$ cat src/rtl/alu_pkg.sv
// Shared decode constants, field positions and FSM state type for the ALU
// issue/writeback stage.
package alu_pkg;

   localparam int DW    = 16;
   localparam int NREGS = 8;
   localparam int RW    = 3;

   localparam logic [2:0] OP_ADD  = 3'd0;
   localparam logic [2:0] OP_SUB  = 3'd1;
   localparam logic [2:0] OP_MULT = 3'd2;
   localparam logic [2:0] OP_NAND = 3'd3;
   localparam logic [2:0] OP_DIV  = 3'd4;
   localparam logic [2:0] OP_MOD  = 3'd5;
   localparam logic [2:0] OP_LT   = 3'd6;
   localparam logic [2:0] OP_LE   = 3'd7;

   localparam int F_LOADI  = 15;
   localparam int F_OP_LO  = 12;
   localparam int F_RD_LO  = 9;
   localparam int F_RS1_LO = 6;
   localparam int F_RS2_LO = 3;
   localparam int F_LRD_LO = 12;
   localparam int F_IMM_W  = 8;

   typedef enum logic {IDLE, EXEC} state_t;

   function automatic logic is_divmod(input logic [2:0] op);
      return (op == OP_DIV) || (op == OP_MOD);
   endfunction

endpackage

$ cat src/rtl/alu_dispatch_if.sv
// Instruction handshake, ALU drive/return, writeback and debug signals of the
// dispatch stage. master = instruction source / ALU side, slave = dispatch.
interface alu_dispatch_if;
   import alu_pkg::*;

   logic [15:0]   instr;
   logic          instr_valid;
   logic          instr_ready;
   logic [2:0]    alu_operator;
   logic [DW-1:0] alu_op1;
   logic [DW-1:0] alu_op2;
   logic [DW-1:0] alu_result;
   logic          done;
   logic [RW-1:0] wb_rd;
   logic [DW-1:0] wb_data;
   logic          div0;
   logic          div0_clr;
   logic [RW-1:0] dbg_addr;
   logic [DW-1:0] dbg_data;

   modport master (
      output instr, instr_valid, alu_result, div0_clr, dbg_addr,
      input  instr_ready, alu_operator, alu_op1, alu_op2, done, wb_rd, wb_data,
             div0, dbg_data
   );

   modport slave (
      input  instr, instr_valid, alu_result, div0_clr, dbg_addr,
      output instr_ready, alu_operator, alu_op1, alu_op2, done, wb_rd, wb_data,
             div0, dbg_data
   );

endinterface

$ cat src/rtl/alu_regfile.sv
// 8x16 register file: two operand read ports, one debug read port, one
// synchronous write port; R0 reads as zero and ignores writes.
module alu_regfile
   import alu_pkg::*;
#(
   parameter int NREGS = alu_pkg::NREGS,
   parameter int DW    = alu_pkg::DW
) (
   input  logic          clk,
   input  logic          rst,
   input  logic [RW-1:0] ra1,
   input  logic [RW-1:0] ra2,
   input  logic [RW-1:0] rad,
   input  logic          we,
   input  logic [RW-1:0] wa,
   input  logic [DW-1:0] wd,
   output logic [DW-1:0] rd1,
   output logic [DW-1:0] rd2,
   output logic [DW-1:0] rdd
);

   logic [DW-1:0] regs [NREGS];

   always_ff @(posedge clk or posedge rst) begin
      if (rst) begin
         for (int i = 0; i < NREGS; i++) regs[i] <= '0;
      end else if (we && (wa != '0)) begin
         regs[wa] <= wd;
      end
   end

   assign rd1 = (ra1 == '0) ? '0 : regs[ra1];
   assign rd2 = (ra2 == '0) ? '0 : regs[ra2];
   assign rdd = (rad == '0) ? '0 : regs[rad];

endmodule

$ cat src/rtl/alu_dispatch.sv
// Issue/writeback stage in front of the 16-bit ALU: decodes instructions,
// drives registered operands to the ALU and writes its result back.
//
//   state | meaning
//   IDLE  | ready; LOADI retires in place, ALU op latches operands
//   EXEC  | ALU inputs valid; result (or div0 fault) retires at cycle end
module alu_dispatch
   import alu_pkg::*;
#(
   parameter int NREGS = alu_pkg::NREGS,
   parameter int DW    = alu_pkg::DW
) (
   input logic           clk,
   input logic           rst,
   alu_dispatch_if.slave bus
);

   state_t        state_q, state_d;
   logic [DW-1:0] rs1_data, rs2_data;
   logic [RW-1:0] rd_q;
   logic          latch_ops;
   logic          retire;
   logic          div_fault;
   logic          we;
   logic [RW-1:0] wa;
   logic [DW-1:0] wd;
   logic [DW-1:0] imm_ext;
   logic          unused_fields;

   assign imm_ext       = {{(DW-F_IMM_W){1'b0}}, bus.instr[F_IMM_W-1:0]};
   assign unused_fields = ^bus.instr[2:0];

   alu_regfile #(.NREGS(NREGS), .DW(DW)) u_regfile (
      .clk (clk),
      .rst (rst),
      .ra1 (bus.instr[F_RS1_LO +: RW]),
      .ra2 (bus.instr[F_RS2_LO +: RW]),
      .rad (bus.dbg_addr),
      .we  (we),
      .wa  (wa),
      .wd  (wd),
      .rd1 (rs1_data),
      .rd2 (rs2_data),
      .rdd (bus.dbg_data)
   );

   always_ff @(posedge clk or posedge rst) begin
      if (rst) state_q <= IDLE;
      else     state_q <= state_d;
   end

   always_comb begin
      state_d         = state_q;
      bus.instr_ready = 1'b0;
      latch_ops       = 1'b0;
      retire          = 1'b0;
      div_fault       = 1'b0;
      we              = 1'b0;
      wa              = rd_q;
      wd              = bus.alu_result;
      case (state_q)
         IDLE: begin
            bus.instr_ready = 1'b1;
            if (bus.instr_valid) begin
               if (bus.instr[F_LOADI]) begin
                  we     = 1'b1;
                  wa     = bus.instr[F_LRD_LO +: RW];
                  wd     = imm_ext;
                  retire = 1'b1;
               end else begin
                  latch_ops = 1'b1;
                  state_d   = EXEC;
               end
            end
         end
         EXEC: begin
            retire  = 1'b1;
            state_d = IDLE;
            // Zero divisor is judged on the operand actually presented to the ALU
            if (is_divmod(bus.alu_operator) && (bus.alu_op2 == '0)) div_fault = 1'b1;
            else                                                    we        = 1'b1;
         end
         default: state_d = IDLE;
      endcase
   end

   always_ff @(posedge clk or posedge rst) begin
      if (rst) begin
         bus.alu_operator <= '0;
         bus.alu_op1      <= '0;
         bus.alu_op2      <= '0;
         rd_q             <= '0;
      end else if (latch_ops) begin
         bus.alu_operator <= bus.instr[F_OP_LO +: 3];
         bus.alu_op1      <= rs1_data;
         bus.alu_op2      <= rs2_data;
         rd_q             <= bus.instr[F_RD_LO +: RW];
      end
   end

   always_ff @(posedge clk or posedge rst) begin
      if (rst) begin
         bus.done    <= 1'b0;
         bus.wb_rd   <= '0;
         bus.wb_data <= '0;
      end else begin
         bus.done <= retire;
         if (retire) begin
            bus.wb_rd   <= wa;
            bus.wb_data <= (we && (wa != '0)) ? wd : '0;
         end
      end
   end

   // Set has priority over a simultaneous clear
   always_ff @(posedge clk or posedge rst) begin
      if (rst)               bus.div0 <= 1'b0;
      else if (div_fault)    bus.div0 <= 1'b1;
      else if (bus.div0_clr) bus.div0 <= 1'b0;
   end

endmodule

$ cat src/flat_wrapper.sv
// flat-port wrapper written by rule: the top's interface ports become plain ports
module alu_dispatch_flat import alu_pkg::*;
#(
   parameter int NREGS = alu_pkg::NREGS,
   parameter int DW    = alu_pkg::DW
)
  (clk, rst, bus_instr, bus_instr_valid, bus_alu_result, bus_div0_clr, bus_dbg_addr, bus_instr_ready, bus_alu_operator, bus_alu_op1, bus_alu_op2, bus_done, bus_wb_rd, bus_wb_data, bus_div0, bus_dbg_data);
  alu_dispatch_if bus_i ();
  input logic clk;
  input logic rst;
  input wire logic [$bits(bus_i.instr)-1:0] bus_instr;
  input wire logic [$bits(bus_i.instr_valid)-1:0] bus_instr_valid;
  input wire logic [$bits(bus_i.alu_result)-1:0] bus_alu_result;
  input wire logic [$bits(bus_i.div0_clr)-1:0] bus_div0_clr;
  input wire logic [$bits(bus_i.dbg_addr)-1:0] bus_dbg_addr;
  output wire logic [$bits(bus_i.instr_ready)-1:0] bus_instr_ready;
  output wire logic [$bits(bus_i.alu_operator)-1:0] bus_alu_operator;
  output wire logic [$bits(bus_i.alu_op1)-1:0] bus_alu_op1;
  output wire logic [$bits(bus_i.alu_op2)-1:0] bus_alu_op2;
  output wire logic [$bits(bus_i.done)-1:0] bus_done;
  output wire logic [$bits(bus_i.wb_rd)-1:0] bus_wb_rd;
  output wire logic [$bits(bus_i.wb_data)-1:0] bus_wb_data;
  output wire logic [$bits(bus_i.div0)-1:0] bus_div0;
  output wire logic [$bits(bus_i.dbg_data)-1:0] bus_dbg_data;
  assign bus_i.instr = bus_instr;
  assign bus_i.instr_valid = bus_instr_valid;
  assign bus_i.alu_result = bus_alu_result;
  assign bus_i.div0_clr = bus_div0_clr;
  assign bus_i.dbg_addr = bus_dbg_addr;
  assign bus_instr_ready = bus_i.instr_ready;
  assign bus_alu_operator = bus_i.alu_operator;
  assign bus_alu_op1 = bus_i.alu_op1;
  assign bus_alu_op2 = bus_i.alu_op2;
  assign bus_done = bus_i.done;
  assign bus_wb_rd = bus_i.wb_rd;
  assign bus_wb_data = bus_i.wb_data;
  assign bus_div0 = bus_i.div0;
  assign bus_dbg_data = bus_i.dbg_data;
  alu_dispatch #(.NREGS(NREGS), .DW(DW)) u_core (.clk(clk), .rst(rst), .bus(bus_i));
endmodule
$ cat config.mk
export PLATFORM = sky130hd
export DESIGN_NAME = alu_dispatch_flat
export DESIGN_NICKNAME = d
export VERILOG_FILES = /design/src/rtl/alu_pkg.sv /design/src/rtl/alu_dispatch_if.sv /design/src/rtl/alu_regfile.sv /design/src/rtl/alu_dispatch.sv /design/src/flat_wrapper.sv
export SDC_FILE = /design/constraint.sdc
export NUM_CORES = 1
export LEC_CHECK = 0
export ABC_AREA = 1
export CAP_MARGIN = 15
export CORE_MARGIN = 2
export CORE_UTILIZATION = 58
export DETAILED_ROUTE_END_ITERATION = 6
export PLACE_DENSITY = 0.9
export SLEW_MARGIN = 20
export SYNTH_ARGS = -nofsm -noshare
export SYNTH_HDL_FRONTEND = slang
export SYNTH_HIERARCHICAL = 1
export SYNTH_SLANG_ARGS = --single-unit
$ cat constraint.sdc
create_clock -name clk -period 4.5 [get_ports clk]
set_input_delay 0.675 -clock clk [delete_from_list [all_inputs] [get_ports clk]]
set_output_delay 0.675 -clock clk [all_outputs]
set_load 0.05 [all_outputs]
======== Yosys cells after proc, flatten, opt, wreduce, memory -nomap -nowiden ========
Cells that the tools add are included.
storage, ports and cells
  flip-flop bits (word level) ............. 188
  input bits .............................. 39
  output and inout port bits .............. 73
operators by class
  order comparisons ....................... 5
  equal/unequal tests ..................... 2
  muxes and demuxes ....................... 36
  bitwise logic cells ..................... 5
  reduce and logical (&&, ||, !) cells .... 10
operators by type and width
  kind                count
  $mux 16             14
  $bmux 16 s3         3
  $bwmux 128          1
  $demux 16 s3        1
  $ge 4x4->1 const B  4
  $logic_not 16->1    1
  $not 3->4           4
  $mux 1              11
  $logic_not 3->1     3
  $mux 3              3
  $eq 3x3->1 const B  2
  $pmux 1 s2          3
  $lt 4x1->1 const B  1
  $logic_and 1x1->1   3
  $reduce_bool 3->1   1
  $reduce_bool 2->1   1
  $logic_or 1x1->1    1
  $not 1->1           1

======== Longest topological paths before layout ========
Gate-level depths: netlist (run 1).
  depth in word-level cells ............... 9
  mapped depth ............................ 14
  gate-level depth less buffers ........... 12

======== Cells and area by module ========
The synthesis (run 1) kept the hierarchy.
by module, submodules not included
  module        times used  cells each  area each (um^2)
  alu_regfile   1           1452        8804.7
  alu_dispatch  1           326         2633.8

======== Least setup slack after synthesis (run 1) ========
Ideal clock, no wire load.
  path kind ............................... input port to output port
  from .................................... input port bus_dbg_addr[1]
  to ...................................... output port bus_dbg_data[0]
  arrival time ............................ 1.913 ns
  data required time ...................... 3.825 ns
  slack ................................... 1.912 ns
  cell stages on the path ................. 6
  path buffers ............................ 2
  cell sequence ........................... buf_2 > inv_2 > nand2_1 > buf_2 > nand2_1 > nor2_1
between the ends
  longest elaborated chain between the ends .. 5
  elaborated cells between the ends (all ways) .. 6
  classes of those cells .................. mux: 4; bitwise: 1; reduce/logical: 1
ends and longest elaborated chain
  item                                         RTL line            source
  from (decl)                                  flat_wrapper.sv:15  input wire logic [$bits(bus_i.dbg_addr)-1:0] bus_dbg_addr;
  $not 3->4 (implied by the code)              alu_regfile.sv:34   assign rdd = (rad == '0) ? '0 : regs[rad];
  $bmux 16 s3                                  alu_regfile.sv:34
  $mux 16 (implied by the code) (2 in series)  alu_regfile.sv:34
  $mux 16 (*)                                  alu_regfile.sv:34
  to (decl)                                    flat_wrapper.sv:24  output wire logic [$bits(bus_i.dbg_data)-1:0] bus_dbg_data;
Every way passes the cells marked *; elsewhere a longest branch is shown, timed or not. The select of a mux whose other input is x is not followed.

======== Worst setup path after layout (run 1) ========
  from .................................... input port bus_dbg_addr[0]
  to ...................................... output port bus_dbg_data[6]
The elaborated chain is that of the path after synthesis.

==> impl_metrics.json, run 1 <==
{
  "period_share_pct": 78.0,
  "wl_um": 38000,
  "finalHoldViolCount": 0,
  "power_w": 0.00710,
  "worstPathCellList": "buf_2 > clkinv_2 > nand2_1 > nand3_1 > nand2_1 > nor2_1 > nor2_1 > buf_12",
  "rows": 51,
  "ys_ff_latch": 188,
  "finalClockSkew_ns": 0.00840,
  "min_period_ns": 3.51,
  "clockBufferDepth": 2,
  "synth_cell_types": 23,
  "endpoint_kind": "output port",
  "ys_warn_count": 6,
  "grt_usage_pct": 36.8,
  "layout.nets": 1846,
  "crit_path_top_delay_cell": "clkinv_2",
  "cts_sinks": 188,
  "ir_drop_uv": 354,
  "path_buf_inv": 3,
  "drt_iter0_drc": 1999,
  "whs_ns": 0.376,
  "die_width_um": 144,
  "place_hpwl_um": 23700,
  "area_delta_synth_final_pct": 15.2,
  "post-cts-setup-buffer-count": 0,
  "fillCellCount": 1611,
  "via_count": 12400,
  "fmax_mhz": 285,
  "core_area_um2": 19400,
  "worstPathRequired_ns": 3.83,
  "worst_pin_slew_ns": 1.15,
  "firstDrtPassIters": 7,
  "die-area_um2": 20900,
  "antenna_found_initial": 0,
  "start_util_pct": 59.0,
  "synthCells": 1778,
  "die_h_um": 144,
  "rsz0062_at_grt": "no",
  "cts_buffers": 17,
  "setup_violations": 0,
  "violations": "design-rule violations",
  "ctsHoldBuffers": 0,
  "grt_pass1_vias": 11800,
  "cts_max_level": 4,
  "cpPeakStageDelay_ns": 0.78,
  "clock-root-buffer": "clkbuf_16",
  "startpoint_type": "input port",
  "ys_seq_area_share_pct": 41.1,
  "worstPathMaxFanout": 64,
  "status": "finished, violations left",
  "final_cell_count_no_fill": 2083,
  "worstSetupPathType": "input port to output port",
  "num_antenna_cells": 0,
  "drv_cap": 0,
  "grt_pass1_wl_um": 58800,
  "clk_latency_ns": 0.45,
  "drc": 1,
  "final_antenna_net_count": 0,
  "drive_gt1_share_pct": 5.61,
  "p_leak_nw": 7.19,
  "final_max_slew_viol_count": 0,
  "relSlewSlack_pct": 23.1,
  "path_clk_slew_ns": 0.07,
  "gp_congestion": 0.964,
  "syn-cell-area_um2": 11400,
  "avgSynthCellArea_um2": 6.43,
  "grt_max_degree": 72,
  "via_per_inst": 5.93,
  "cellPowerDensity_nw_per_um2": 539,
  "finalSetupTns_ns": 0,
  "rrSetupSlack_ns": 1.81,
  "place_inst": 2053,
  "port_buffers": 111,
  "arrival_ns": 2.83,
  "wl_per_cell_um": 18.2,
  "cp_top_family": "buffers and inverters",
  "ios": 112,
  "cts_tree": "yes",
  "hold_class": "flop to flop",
  "syn_nets": 1817,
  "gr-total-overflow": 0,
  "ctsResizeCount": 0
}
## final cells by class
class | count | area [µm²] | area share, %
clock buffer | 18 | 429 | 3.26
clock inverter | 12 | 163 | 1.23
sequential | 188 | 4700 | 35.7
timing repair buffer | 136 | 1460 | 11.1
tap | 265 | 332 | 2.52
multi-input combinational | 1283 | 5400 | 41.0
inverter | 181 | 684 | 5.20
## metal layers
layer	up-vias	track usage, %	routed length, µm
li1	5530	-	-
met1	5517	45.3	13300
met2	1067	57.0	16900
met3	240	10.7	5350
met4	0	22.8	2390
met5	-	0	0
## layout by cell type, fill, tap and decap left out, types with 2 or more instances in the layout
| master | instances |
|---|---|
| clkdlybuf4s50_1 | 92 |
| nor2_2 | 4 |
| o21ai_0 | 88 |
| nand4_1 | 16 |
| clkinvlp_4 | 2 |
| nand3_2 | 3 |
| dfrtp_1 | 188 |
| inv_2 | 9 |
| o21ai_1 | 36 |
| nor2_1 | 116 |
| bufinv_16 | 3 |
| nand2_2 | 5 |
| buf_2 | 3 |
| nor3_4 | 2 |
| nand3_1 | 241 |
| clkinv_2 | 3 |
| inv_6 | 5 |
| buf_12 | 17 |
| nand2_1 | 769 |
| clkbuf_16 | 17 |
| buf_4 | 24 |
| inv_1 | 169 |
## Yosys cell counts
master    number  area [µm²]
clkbuf_2       5        25.0
clkbuf_1      30         113
nor2_1       116         435
nor2_2         4        25.0
dfrtp_1      188        4700
buf_2         62         310
nand3_2        3        30.0
nor3_2         1        10.0
nor3_4         1        16.3
inv_1        171         642
nand3_1      241        1210
nand2_2        5        31.3
buf_6          2        22.5
nor2_4         1        11.3
o21ai_0       88         440
nand3_4        1        17.5
buf_4         23         173
o21ai_1       36         180
nand4_1       16         100
or2_2          1        6.26
buf_1          4        15.0
nand2_1      769        2890
inv_2         10        37.5
## cells by family after synthesis
logic type | synth area share, %
AND/OR/NAND/NOR | 41.8
buffers and inverters | 11.7
flip-flops | 41.1
AO/OA/AOI/OAI | 5.43
## stage by stage
step	setup WS [ns]	instance area (µm²)	util (%)
floorplan	0.412	11400	-
global placement	1.28	12600	64.8
detailed placement	1.18	12600	64.8
CTS	1.28	13200	67.9
global route	0.910	13200	67.9
finish	0.992	13200	67.9
## sequential cells by signal (all words and copies together), names as in the netlist
signal / cells
u_core/bus.alu_op1: 16
u_core/bus.alu_op2: 16
u_core/bus.alu_operator: 3
u_core/bus.div0: 1
u_core/bus.done: 1
u_core/bus.wb_data: 16
u_core/bus.wb_rd: 3
u_core/rd_q: 3
u_core/state_q: 1
u_core/u_regfile/regs: 128
## power breakdown
group / internal [W] / switching (W) / leakage (nW)
Sequential: 0.00225 / 0.000301 / 2.40
Combinational: 0.000952 / 0.00203 / 4.51
Clock: 0.000877 / 0.000686 / 0.284
## final timing paths
path	startpoint	end	cells after the start
hold / removal	u_core/u_regfile/regs[127]	u_core/u_regfile/regs[127]	0
max in group asynchronous	rst	u_core/u_regfile/regs[120]	3
min in group asynchronous	rst	u_core/rd_q[1]	2
setup reg to reg	u_core/state_q	u_core/u_regfile/regs[110]	12
hold reg to reg	u_core/u_regfile/regs[127]	u_core/u_regfile/regs[127]	0
setup / recovery	bus_dbg_addr[0]	bus_dbg_data[6]	8
(Power assumes the default switching activity.)
==> run 2: changes to the inputs <==
Clock period 4.5 ns to 3.7 ns, I/O delays scaled along.
==> run 2 against run 1 <==
Effect of this change: the flow now finishes without violations; worst setup slack got worse by 0.13 ns; die area unchanged; worst hold slack improved by 0.0027 ns; largest power group unchanged.
==> impl_metrics.json, run 2 (synthesis gave the netlist of run 1 again) <==
{
  "status": "finished clean",
  "relSlewSlack_pct": 39.1,
  "area_delta_synth_final_pct": 16.2,
  "period_share_pct": 76.7,
  "clockBufferDepth": 2,
  "grt_max_degree": 66,
  "port_buffers": 111,
  "cpPeakStageDelay_ns": 0.58,
  "gp_congestion": 0.953,
  "path_depth": 8,
  "top_register": "u_core/u_regfile/regs",
  "drive_gt1_share_pct": 6.17,
  "final_max_slew_viol_count": 0,
  "cellPowerDensity_nw_per_um2": 657,
  "gr-total-overflow": 0,
  "path_buf_inv": 4,
  "arrival_ns": 2.28,
  "post-cts-setup-buffer-count": 0,
  "min_period_ns": 2.84,
  "largest_reg_flops": 128,
  "crit_path_top_delay_cell": "clkdlybuf4s50_1",
  "ios": 112,
  "cp_common_cell": "nor2_1",
  "clock-root-buffer": "clkbuf_16",
  "wl_um": 37100,
  "startpoint_type": "input port",
  "final_cell_count_no_fill": 2096,
  "endpoint_kind": "output port",
  "die-area_um2": 20900,
  "fmax_mhz": 352,
  "num_antenna_cells": 0,
  "final_antenna_net_count": 0,
  "path_clk_slew_ns": 0.07,
  "drt_iter0_drc": 1764,
  "finalSetupTns_ns": 0,
  "p_leak_nw": 7.26,
  "firstDrtPassIters": 7,
  "drv_cap": 0,
  "cts_max_level": 4,
  "finalClockSkew_ns": 0.00677,
  "start_util_pct": 59.0,
  "mostFrequentLayoutCells": "769 x nand2_1, 241 x nand3_1, 188 x dfrtp_1",
  "clk_latency_ns": 0.44,
  "layout.nets": 1858,
  "ctsHoldBuffers": 0,
  "grt_pass1_wl_um": 59100,
  "place_hpwl_um": 24300,
  "cts_buffers": 17,
  "die_h_um": 144,
  "worstPathCellList": "clkdlybuf4s50_1 > inv_2 > buf_4 > nand3_1 > nand2_1 > nor2_1 > nor2_1 > buf_12",
  "drc": 0,
  "via_count": 12400,
  "finalHoldViolCount": 0,
  "grt_usage_pct": 36.8,
  "worst_pin_slew_ns": 0.911,
  "worstSetupPathType": "input port to output port",
  "grt_pass1_vias": 11700,
  "die_width_um": 144,
  "rows": 51,
  "final_common_cell": "nand2_1",
  "worstPathRequired_ns": 3.14,
  "whs_path_depth": 0,
  "cts_tree": "yes",
  "core_area_um2": 19400,
  "ctsResizeCount": 0,
  "ir_drop_uv": 395,
  "via_per_inst": 5.91,
  "place_inst": 2065,
  "worstPathMaxFanout": 18,
  "wl_per_cell_um": 17.7,
  "fillCellCount": 1584,
  "power_w": 0.00874,
  "rsz0062_at_grt": "no",
  "cts_sinks": 188,
  "setup_violations": 0,
  "antenna_found_initial": 1,
  "r2r_cells": 11,
  "hold_class": "flop to flop",
  "cp_top_family": "buffers and inverters"
}
## run 2: worst paths after layout
check / start / endpoint / slack [ns]
setup / recovery: bus_dbg_addr[1] / bus_dbg_data[12] / 0.86
min in group asynchronous: rst / u_core/rd_q[1] / 0.55
setup reg to reg: u_core/bus.alu_operator[1] / u_core/u_regfile/regs[70] / 1.23
hold / removal: u_core/u_regfile/regs[113] / u_core/u_regfile/regs[113] / 0.38
hold reg to reg: u_core/u_regfile/regs[113] / u_core/u_regfile/regs[113] / 0.38
max in group asynchronous: rst / u_core/u_regfile/regs[68] / 2.19
## run 2: final cells by class
class / instances / area, µm² / share of cell area [%]
timing repair buffer: 148 / 1560 / 11.7
inverter: 181 / 683 / 5.14
clock inverter: 10 / 165 / 1.24
multi-input combinational: 1283 / 5400 / 40.6
clock buffer: 21 / 450 / 3.39
tap: 265 / 332 / 2.49
sequential: 188 / 4700 / 35.4
## run 2: layer usage
metal  GRT usage, %  wire, µm  vias up
met2           56.7     16400     1002
met4           23.2      2660        2
met3           10.8      5110      252
met5              0        13        -
li1               -         -     5561
met1           45.5     12900     5580
## run 2: worst register-to-register path: cells and delay by family, from the launching register on
family	cells	cell delay (ns)
buffers and inverters	3	0.52
AO/OA/AOI/OAI	1	0.12
flip-flops	1	0.40
AND/OR/NAND/NOR	7	1.35
## run 2: power by group
group	internal, W	leakage, nW	total (W)	switching (W)
Combinational	0.00116	4.56	0.00368	0.00252
Clock	0.00115	0.290	0.00195	0.000802
Sequential	0.00274	2.40	0.00311	0.000369
Total	0.00505	7.26	0.00874	0.00369
## run 2: metrics by stage
| step | cell area, µm² | hold WS (ns) | util [%] | setup slack (ns) |
|---|---|---|---|---|
| 6_report | 13300 | 0.379 | 68.5 | 0.863 |
| 5_1_grt | 13300 | 0.390 | 68.5 | 0.809 |
| 4_1_cts | 13300 | 0.381 | 68.5 | 0.915 |
| 3_5_place_dp | 12700 | 0.366 | 65.4 | 0.764 |
| 3_3_place_gp | 12700 | 0.365 | 65.4 | 0.940 |
| 2_1_floorplan | 11400 | 0.429 | - | 1.35 |
